### src/rtl/id_stage_fwd.sv
// MIPS decode stage for the logic/shift/immediate subset plus LW. It forwards operands
// from FWD_N sources, stalls on load-use hazards and registers the ID/EX payload.
module id_stage_fwd #(
  parameter int DATA_W = 32,
  parameter int REG_AW = 5,
  parameter int FWD_N  = 2,
  parameter int CNT_W  = 16
) (
  input  logic                    clk,
  input  logic                    rst,
  input  logic                    in_valid_i,
  output logic                    in_ready_o,
  input  logic [31:0]             pc_i,
  input  logic [31:0]             inst_i,
  output logic [REG_AW-1:0]       reg1_addr_o,
  output logic [REG_AW-1:0]       reg2_addr_o,
  input  logic [DATA_W-1:0]       reg1_data_i,
  input  logic [DATA_W-1:0]       reg2_data_i,
  input  logic [FWD_N-1:0]        fwd_wreg_i,
  input  logic [FWD_N-1:0]        fwd_load_i,
  input  logic [FWD_N*REG_AW-1:0] fwd_wd_i,
  input  logic [FWD_N*DATA_W-1:0] fwd_wdata_i,
  input  logic                    flush_i,
  output logic                    out_valid_o,
  input  logic                    out_ready_i,
  output logic [7:0]              aluop_o,
  output logic [2:0]              alusel_o,
  output logic [DATA_W-1:0]       reg1_o,
  output logic [DATA_W-1:0]       reg2_o,
  output logic [REG_AW-1:0]       wd_o,
  output logic                    wreg_o,
  output logic [31:0]             pc_o,
  output logic                    inv_inst_o,
  output logic [CNT_W-1:0]        stall_cnt_o
);

  localparam logic [5:0] OP_SPECIAL = 6'h00, OP_ANDI = 6'h0C, OP_ORI = 6'h0D,
                         OP_XORI = 6'h0E, OP_LUI = 6'h0F, OP_LW = 6'h23;
  localparam logic [5:0] F_SLL = 6'h00, F_SRL = 6'h02, F_SRA = 6'h03, F_SLLV = 6'h04,
                         F_SRLV = 6'h06, F_SRAV = 6'h07, F_AND = 6'h24, F_OR = 6'h25,
                         F_XOR = 6'h26, F_NOR = 6'h27;

  logic [5:0]  opcode, funct;
  logic [4:0]  sa;
  logic [15:0] imm16;
  logic [REG_AW-1:0] rs, rt, rd;

  assign opcode = inst_i[31:26];
  assign funct  = inst_i[5:0];
  assign sa     = inst_i[10:6];
  assign imm16  = inst_i[15:0];
  assign rs     = REG_AW'(inst_i[25:21]);
  assign rt     = REG_AW'(inst_i[20:16]);
  assign rd     = REG_AW'(inst_i[15:11]);

  assign reg1_addr_o = rs;
  assign reg2_addr_o = rt;

  logic [7:0]        dec_aluop;
  logic [2:0]        dec_alusel;
  logic              re1, re2, dec_wreg, dec_inv;
  logic [DATA_W-1:0] imm1, imm2;
  logic [REG_AW-1:0] dec_wd;

  function automatic logic [7:0] shift_aluop(input logic [1:0] kind);
    case (kind)
      2'b10:   shift_aluop = 8'h02;
      2'b11:   shift_aluop = 8'h03;
      default: shift_aluop = 8'h7C;
    endcase
  endfunction

  // The all-zero word falls through with the default NOP fields and no invalid flag.
  always_comb begin
    dec_aluop  = 8'h00;
    dec_alusel = 3'b000;
    re1        = 1'b0;
    re2        = 1'b0;
    imm1       = '0;
    imm2       = '0;
    dec_wd     = '0;
    dec_wreg   = 1'b0;
    dec_inv    = 1'b0;
    if (inst_i != 32'h0) begin
      case (opcode)
        OP_SPECIAL: begin
          case (funct)
            F_OR, F_AND, F_XOR, F_NOR, F_SLLV, F_SRLV, F_SRAV: begin
              if (sa == 5'd0) begin
                dec_aluop  = funct[5] ? {2'b00, funct} : shift_aluop(funct[1:0]);
                dec_alusel = funct[5] ? 3'b001 : 3'b010;
                re1        = 1'b1;
                re2        = 1'b1;
                dec_wd     = rd;
                dec_wreg   = 1'b1;
              end else begin
                dec_inv = 1'b1;
              end
            end
            F_SLL, F_SRL, F_SRA: begin
              if (inst_i[25:21] == 5'd0) begin
                dec_aluop  = shift_aluop(funct[1:0]);
                dec_alusel = 3'b010;
                re2        = 1'b1;
                imm1       = DATA_W'(sa);
                dec_wd     = rd;
                dec_wreg   = 1'b1;
              end else begin
                dec_inv = 1'b1;
              end
            end
            default: dec_inv = 1'b1;
          endcase
        end
        OP_ORI, OP_ANDI, OP_XORI, OP_LUI: begin
          dec_aluop  = (opcode == OP_ANDI) ? 8'h24 : (opcode == OP_XORI) ? 8'h26 : 8'h25;
          dec_alusel = 3'b001;
          re1        = 1'b1;
          imm2       = (opcode == OP_LUI) ? DATA_W'({imm16, 16'h0000}) : DATA_W'(imm16);
          dec_wd     = rt;
          dec_wreg   = 1'b1;
        end
        OP_LW: begin
          dec_aluop  = 8'hE3;
          dec_alusel = 3'b111;
          re1        = 1'b1;
          imm2       = DATA_W'($signed(imm16));
          dec_wd     = rt;
          dec_wreg   = 1'b1;
        end
        default: dec_inv = 1'b1;
      endcase
    end
  end

  // Returns {hazard, operand}; the youngest matching source wins, load or not.
  function automatic logic [DATA_W:0] resolve(input logic rd_en, input logic [REG_AW-1:0] addr,
                                              input logic [DATA_W-1:0] imm,
                                              input logic [DATA_W-1:0] rf_data);
    logic hit;
    hit     = 1'b0;
    resolve = {1'b0, imm};
    if (rd_en) begin
      if (addr == '0) begin
        resolve = '0;
      end else begin
        resolve = {1'b0, rf_data};
        for (int k = 0; k < FWD_N; k++) begin
          if (!hit && fwd_wreg_i[k] && fwd_wd_i[k*REG_AW +: REG_AW] == addr) begin
            hit     = 1'b1;
            resolve = {fwd_load_i[k], fwd_wdata_i[k*DATA_W +: DATA_W]};
          end
        end
      end
    end
  endfunction

  logic [DATA_W-1:0] op1, op2;
  logic              hz1, hz2, hazard, accept;

  assign {hz1, op1} = resolve(re1, rs, imm1, reg1_data_i);
  assign {hz2, op2} = resolve(re2, rt, imm2, reg2_data_i);
  assign hazard     = hz1 | hz2;
  assign in_ready_o = !rst && !flush_i && !hazard && (!out_valid_o || out_ready_i);
  assign accept     = in_valid_i && in_ready_o;

  // ID/EX register: reset and flush insert a bubble, a consumed entry with nothing new also drains.
  always_ff @(posedge clk) begin
    if (rst || flush_i || (!accept && (!out_valid_o || out_ready_i))) begin
      out_valid_o <= 1'b0;
      aluop_o     <= 8'h00;
      alusel_o    <= 3'b000;
      reg1_o      <= '0;
      reg2_o      <= '0;
      wd_o        <= '0;
      wreg_o      <= 1'b0;
      pc_o        <= 32'h0;
      inv_inst_o  <= 1'b0;
    end else if (accept) begin
      out_valid_o <= 1'b1;
      aluop_o     <= dec_aluop;
      alusel_o    <= dec_alusel;
      reg1_o      <= op1;
      reg2_o      <= op2;
      wd_o        <= dec_wd;
      wreg_o      <= dec_wreg;
      pc_o        <= pc_i;
      inv_inst_o  <= dec_inv;
    end
  end

  always_ff @(posedge clk) begin
    if (rst) begin
      stall_cnt_o <= '0;
    end else if (in_valid_i && hazard && !flush_i && stall_cnt_o != '1) begin
      stall_cnt_o <= stall_cnt_o + 1'b1;
    end
  end

endmodule

### config.mk
export PLATFORM = sky130hd
export DESIGN_NAME = id_stage_fwd
export DESIGN_NICKNAME = d
export VERILOG_FILES = /design/src/rtl/id_stage_fwd.sv
export SDC_FILE = /design/constraint.sdc
export NUM_CORES = 1
export LEC_CHECK = 0
export ABC_AREA = 1
export BUFFER_PORTS_ARGS = -buffer_cell sky130_fd_sc_hd__buf_2
export CAP_MARGIN = 20
export CORE_AREA = 3 3 136 138
export CTS_CLUSTER_DIAMETER = 60
export CTS_CLUSTER_SIZE = 20
export DETAILED_ROUTE_END_ITERATION = 12
export DIE_AREA = 0 0 139 141
export PLACE_DENSITY_LB_ADDON = 0.12
export SLEW_MARGIN = 30
export SYNTH_ARGS = -nofsm -noshare
export SYNTH_HDL_FRONTEND = slang
export SYNTH_SLANG_ARGS = --single-unit
### constraint.sdc
create_clock -name clk -period 4.4 [get_ports clk]
set_input_delay 0.22 -clock clk [delete_from_list [all_inputs] [get_ports clk]]
set_output_delay 0.22 -clock clk [all_outputs]
set_load 0.03 [all_outputs]
==> results.cfg, run 1 <==
[status]
outcome = finished clean

[critical_path]
path_buf_inv = 3
cp-end-kind = flip-flop
cpPeakStageDelay_ns = 0.75
slowest_stage = nor2_4
start_kind = primary input
path_cells = buf_2, nand2_1, nand2_1, nor2_1, nand3_2, nand3_1, nand2_1, nand2_2, nand3_1, nor2_4, buf_12, nand2_1, nand2_1, nand2_1, inv_1
cp.required_ns = 4.77
critPathArrivalTime_ns = 3.16
critPathMostFrequentCell = nand2_1
crit_family = simple AND/OR/NAND/NOR gates
critPathMaxFanout = 65
crit_type = in2reg

[route]
totalWireLength_mm = 32.4
drt_iter0_drc = 876
wl_met3_mm = 3.03
vias_per_cell = 4.96
wl_met2_mm = 15.1
routed.top_layer = met4
ant_nets = 0
vias = 10600
first_pass_iters = 6
wl_met1_mm = 13.2
routedWlPerCell_um = 15.2
drcViolationCount = 0

[sta]
rsz0062_at_grt = false
clock.fmax_ghz = 0.358
fin_tns_setup_ns = 0
fin_crit_sh_pct = 63.5
hold_viol = 0
finalCriticalPeriod_ns = 2.79
setup_viol = 0
worst_slew_pin_slew_ns = 0.947
drv_slew = 0
clock_skew_ns = 0.00890
max-slew-margin-rel_pct = 36.7

[clock_network]
clock_latency_ns = 0.43
cts_resized = 0
cts_tree = built
clkTransAtPathRegs_ns = 0.06
ctsLongestPathBuffers = 2
clock-sinks = 130
cts_root_buf = clkbuf_16
hold_buffers = 0
numCtsBuffers = 17
post_cts_buffers = 0
h-tree-depth = 4

[logic_synthesis]
ys_ff_latch = 130
synthesis.area_sq_um = 8650
yosys_most_used_dff = dfxtp_1
synth_edf_count = 0
synth_top_area_share_pct = 34.2
syn_inst = 1584
mappedNetlistNets = 1796
synth_cell_type_count = 30
avgSynthCellArea_sq_um = 5.46
async_flop_share_pct = 0
ys_seq_area_share_pct = 30.1
ys_top_cells_by_count = 788 x nand2_1, 260 x inv_1, 130 x dfxtp_1
yosys_warnings = 0
netlist.top_cell.by_area = nand2_1
ys_top_cells_by_area = nand2_1 34%, dfxtp_1 30%, inv_1 11%
yosysMostFrequentCell = nand2_1

[layout]
multiInputGateArea_sq_um = 4650
seq_area_sq_um = 2600
nFillCells = 1778
drive_above_1_share_pct = 22.3
post-route-util_pct = 63.7
final_nets = 2098
syn_to_final_growth_pct = 27.3

[pwr]
powerDensity_nw_per_um2 = 273
peakVddDrop_v = 0.000274
p_comb_share_pct = 12.7
power_w = 0.00301
p_clk_share_pct = 48.2
swShare_pct = 27.7
total_leakage_power_nw = 7.07
p_int_w = 0.00217
seq_power_share_pct = 39.2
p_switching_w = 0.000834

[die]
die_area_sq_um = 19600
die_h_um = 141
pin_count = 353
start_util_pct = 50.0
die_x_um = 139
core_area_sq_um = 17300
rows = 48

[grt]
grt_max_degree = 116
grt-ovfl-total = 0
grt_pass1_wl_mm = 49.7
antenna_found_initial = 4
grt_usage_pct = 31.5
grt_pass1_vias = 9680

[run]
drv_cap = 0

[placed_design]
routabilityCongestion = 0.932
io_buffer_count = 352
hpwl_mm = 24.6

[worst_hold_path]
hold_path_class = in2reg
## cell type report
cell class | count | share of cell area (%)
diodes | 5 | 0.114
clock buffers | 18 | 3.99
clock inverters | 14 | 1.40
inverters | 268 | 9.14
multi-input cells | 1106 | 42.3
flip-flops and latches | 130 | 23.6
well taps | 225 | 2.56
repair buffers | 363 | 16.9
## sequential cells by signal (all words and copies together) (netlist names), 2 cells and up
name and flops:
aluop_o 8, alusel_o 2, pc_o 32, reg1_o 32
reg2_o 32, stall_cnt_o 16, wd_o 5
## metal layers
layer,GRT usage [%],vias up
li1,-,5313
met1,39.3,4682
met2,52.7,497
met3,8.07,60
met4,11.7,0
met5,0,-
## logic make-up (layout without fill, tap and decap cells)
| group | after synthesis | in the layout | synth area share (%) |
|---|---|---|---|
| fa+ha+maj | 1 | 1 | 0.145 |
| compound gates | 174 | 174 | 11.4 |
| buf+inv | 348 | 663 | 16.3 |
| xor+xnor | 1 | 1 | 0.101 |
| simple gates | 930 | 930 | 41.9 |
| other cells | 0 | 5 | 0 |
| flops | 130 | 130 | 30.1 |
## layout by cell type (no fill, tap or decap), drive strengths merged, types with 2 or more instances in the layout
master,instances
buf,363
o21ai,92
o21bai,3
o22ai,6
dfxtp,130
clkinvlp,3
nand2,794
nand3,30
clkbuf,18
nor2,89
diode,5
and2,3
inv,270
clkinv,7
nor3,5
a21oi,41
nand4,8
bufinv,2
o211ai,31
## through the flow
step / setup WS (ns) / std cells / hold slack, ns / area [sq um]
final: 1.61 / 2129 / 0.0254 / 11000
after global routing: 1.40 / 2128 / 0.0373 / 11000
after CTS: 1.63 / 2124 / 0.0116 / 11000
after detailed placement: 1.20 / 2092 / 0.460 / 10400
after global placement: 1.20 / 2092 / 0.462 / 10400
after floorplan: 2.53 / 1584 / 0.292 / 8650
## worst paths after layout
kind	from	end	slack, ns	cells after the start
worst max-delay path	inst_i[22]	reg2_o[1]$_SDFFE_PP0P_	1.61	15
worst max register to register	out_valid_o$_SDFFE_PP0P_	reg2_o[1]$_SDFFE_PP0P_	2.05	10
worst min-delay path	rst	stall_cnt_o[10]$_SDFFE_PP0P_	0.03	2
worst min register to register	reg2_o[23]$_SDFFE_PP0P_	reg2_o[23]$_SDFFE_PP0P_	0.52	4
## power groups by stage
stage                     clock (W)  sequential (W)  combinational (W)
after global placement            0         0.00120           0.000375
after detailed placement          0         0.00120           0.000374
final                       0.00145         0.00118           0.000381
after global routing        0.00150         0.00118           0.000421
after CTS                   0.00146         0.00118           0.000375
after floorplan                   0         0.00121           0.000194
## worst reg2reg max path, cell delays in order (launching register included)
cell and delay, ns:
dfxtp_1 0.30, inv_1 0.04, nor2_1 0.06, nor2_1 0.23, nand3_1 0.18, nor2_4 0.75, buf_12 0.38, nand2_1 0.15
nand2_1 0.08, nand2_1 0.05, inv_1 0.06
(Power assumes the default switching activity.)
==> run 2, diff against run 1 <==
--- a/config.mk
+++ b/config.mk
@@ -5,7 +5,7 @@
 export SDC_FILE = /design/constraint.sdc
 export NUM_CORES = 1
 export LEC_CHECK = 0
-export ABC_AREA = 1
+export ABC_AREA = 0
 export BUFFER_PORTS_ARGS = -buffer_cell sky130_fd_sc_hd__buf_2
 export CAP_MARGIN = 20
 export CORE_AREA = 3 3 136 138
==> constraint.sdc (replaced) <==
create_clock -name clk -period 2.38 [get_ports clk]
set_input_delay 0.119 -clock clk [delete_from_list [all_inputs] [get_ports clk]]
set_output_delay 0.119 -clock clk [all_outputs]
set_load 0.03 [all_outputs]
==> run 2 against run 1 <==
  * Clock-buffer cell count shrank 1
  * First-iteration DRC count shrank 55%
  * Cell area shrank 8.8%
  * Hold slack gained 0.019 ns
  * Die area is the same
  * Highest routed layer is now met5
  * Combinational power grew 88%
  * Synthesized cell count shrank 50%
  * Flip-flop and latch count is the same
==> results.cfg, run 2 <==
[die]
core_area_sq_um = 17300
die_h_um = 141
die_area_sq_um = 19600
die_x_um = 139
rows = 48
start_util_pct = 38.6
pin_count = 353

[placed_design]
routabilityCongestion = 0.968
place_inst = 1365
io_buffer_count = 352
place_ws_ns = -0.304
hpwl_mm = 21.5

[pwr]
power_w = 0.00559
p_switching_w = 0.00148
p_clk_share_pct = 47.7
p_comb_share_pct = 12.8
peakVddDrop_v = 0.000431
swShare_pct = 26.5
p_int_w = 0.00411
total_leakage_power_nw = 4.46
powerDensity_nw_per_um2 = 557
seq_power_share_pct = 39.5

[grt]
grt_pass1_vias = 7638
grt-ovfl-total = 0
antenna_found_initial = 1
grt_usage_pct = 27.7
grt_max_degree = 87
grt_pass1_wl_mm = 43.0

[route]
drt_iter0_drc = 398
ant_nets = 0
vias_per_cell = 5.34
drcViolationCount = 0
routedWlPerCell_um = 19.6
vias = 7632
totalWireLength_mm = 28.0
first_pass_iters = 5

[clock_network]
h-tree-depth = 4
cts_root_buf = clkbuf_16
ctsLongestPathBuffers = 2
clock-sinks = 130
post_cts_buffers = 0
clkTransAtPathRegs_ns = 0.06
cts_tree = built
clock_latency_ns = 0.41
numCtsBuffers = 17

[layout]
final_nets = 1404
top_regs = pc_o x32, reg1_o x32, reg2_o x32
syn_to_final_growth_pct = 50.4
nFillCells = 1639
mostFrequentLayoutCell = buf_2
antennaDiodeCount = 0
layout_common_cells = 352 x buf_2, 130 x dfxtp_1, 106 x o21ai_0
drive_above_1_share_pct = 40.9
final_cells = 1430

[run]
drv_cap = 0

[logic_synthesis]
ys_ff_latch = 130
netlist.top_cell.by_area = dfxtp_1
synthesis.area_sq_um = 6680
yosys_most_used_dff = dfxtp_1
avgSynthCellArea_sq_um = 8.49
async_flop_share_pct = 0
synth_top_area_share_pct = 39.0
synth_edf_count = 0
yosys_warnings = 0
synth_cell_type_count = 48
mappedNetlistNets = 998
ys_top_cells_by_count = 130 x dfxtp_1, 106 x o21ai_0, 81 x nand2_1
yosysMostFrequentCell = dfxtp_1
syn_inst = 786
ys_top_cells_by_area = dfxtp_1 39%, a22o_1 10%, o21ai_0 7.9%
ys_seq_area_share_pct = 39.0

[sta]
clock_skew_ns = 0.00542
max-slew-margin-rel_pct = 61.3
rsz0062_at_grt = false
holdWs_ns = 0.0445
setup_viol = 0
clock.fmax_ghz = 0.442
hold_viol = 0
worst_slew_pin_slew_ns = 0.580
fin_crit_sh_pct = 95.2
finalCriticalPeriod_ns = 2.26
layout_setup_ws_ns = 0.115
drv_slew = 0

[critical_path]
cp-end-kind = primary output
r2r_setup_slack_ns = 0.27
cp.required_ns = 2.26
critPathMaxFanout = 4
crit_type = in2out
start_kind = primary input
critPathArrivalTime_ns = 2.15

[status]
outcome = finished clean

[worst_hold_path]
hold_path_class = in2reg
-- run 2: changes by cell type after synthesis, sizes merged, moves of 31 or more --
cell    delta
nand2    -713
inv      -263
a22o      +78
mux2i     +50
nor2      -36
buf       -35
o211ai    -31
-- run 2: cells by family after synthesis --
logic type,Yosys count,synth area share [%]
buf+inv,72,4.80
fa+ha+maj,1,0.187
mux,66,10.2
xor+xnor,20,2.62
compound gates,282,27.8
flops,130,39.0
simple gates,215,15.4
-- run 2: layout make-up --
type,instances,area (sq um),area share [%]
Inverter,3,11.3,0.112
Multi-Input combinational cell,584,3820,38.1
Clock inverter,15,173,1.72
Timing Repair Buffer,456,2730,27.1
Tap cell,225,282,2.80
Sequential cell,130,2600,25.9
Clock buffer,17,425,4.24
-- run 2: per-layer routing --
layer | global-route usage [%] | part of all wire, % | vias up
li1 | - | - | 3721
met1 | 32.5 | 40 | 3536
met2 | 49.6 | 50 | 331
met3 | 6.34 | 7.0 | 42
met4 | 10.1 | 2.8 | 2
met5 | 0 | 0.039 | -
-- run 2: final timing paths --
kind	from	end	depth (start not counted)
hold / removal	fwd_wdata_i[31]	reg1_o[31]$_SDFFE_PP0P_	4
hold reg to reg	wd_o[0]$_SDFFE_PP0P_	wd_o[0]$_SDFFE_PP0P_	2
setup / recovery	inst_i[25]	in_ready_o	8
setup reg to reg	stall_cnt_o[5]$_SDFFE_PP0P_	stall_cnt_o[13]$_SDFFE_PP0P_	8
-- run 2: power by group through the flow --
stage / sequential [W] / combinational [W] / clock (W)
detailed placement: 0.00226 / 0.000668 / 0
finish: 0.00221 / 0.000715 / 0.00266
global placement: 0.00226 / 0.000665 / 0
CTS: 0.00221 / 0.000713 / 0.00271
global route: 0.00221 / 0.000774 / 0.00282
floorplan: 0.00230 / 0.000240 / 0
-- run 2: critical path, stage by stage --
cell and delay [ns]:
buf_2 0.10, or4_4 0.58, nor3_4 0.23, a22oi_2 0.08, or3_4 0.43, o221a_2 0.28, and2_1 0.14, buf_2 0.17
-- run 2: per-stage QoR --
| step | util, % | instance area, sq um | TNS (ns) |
|---|---|---|---|
| 4_1_cts | 58.0 | 10000 | 0 |
| 6_report | 58.1 | 10000 | 0 |
| 5_1_grt | 58.1 | 10000 | 0 |
| 2_1_floorplan | - | 6700 | -1.00 |
| 3_3_place_gp | 52.6 | 9100 | -16.01 |
| 3_5_place_dp | 52.6 | 9100 | -22.84 |
-- run 2: repair_timing --
action	in CTS	in global routing
hold buffers	33	0
gates resized for setup	0	4
endpoints found under the setup margin	0	1
hold endpoints to repair	33	0
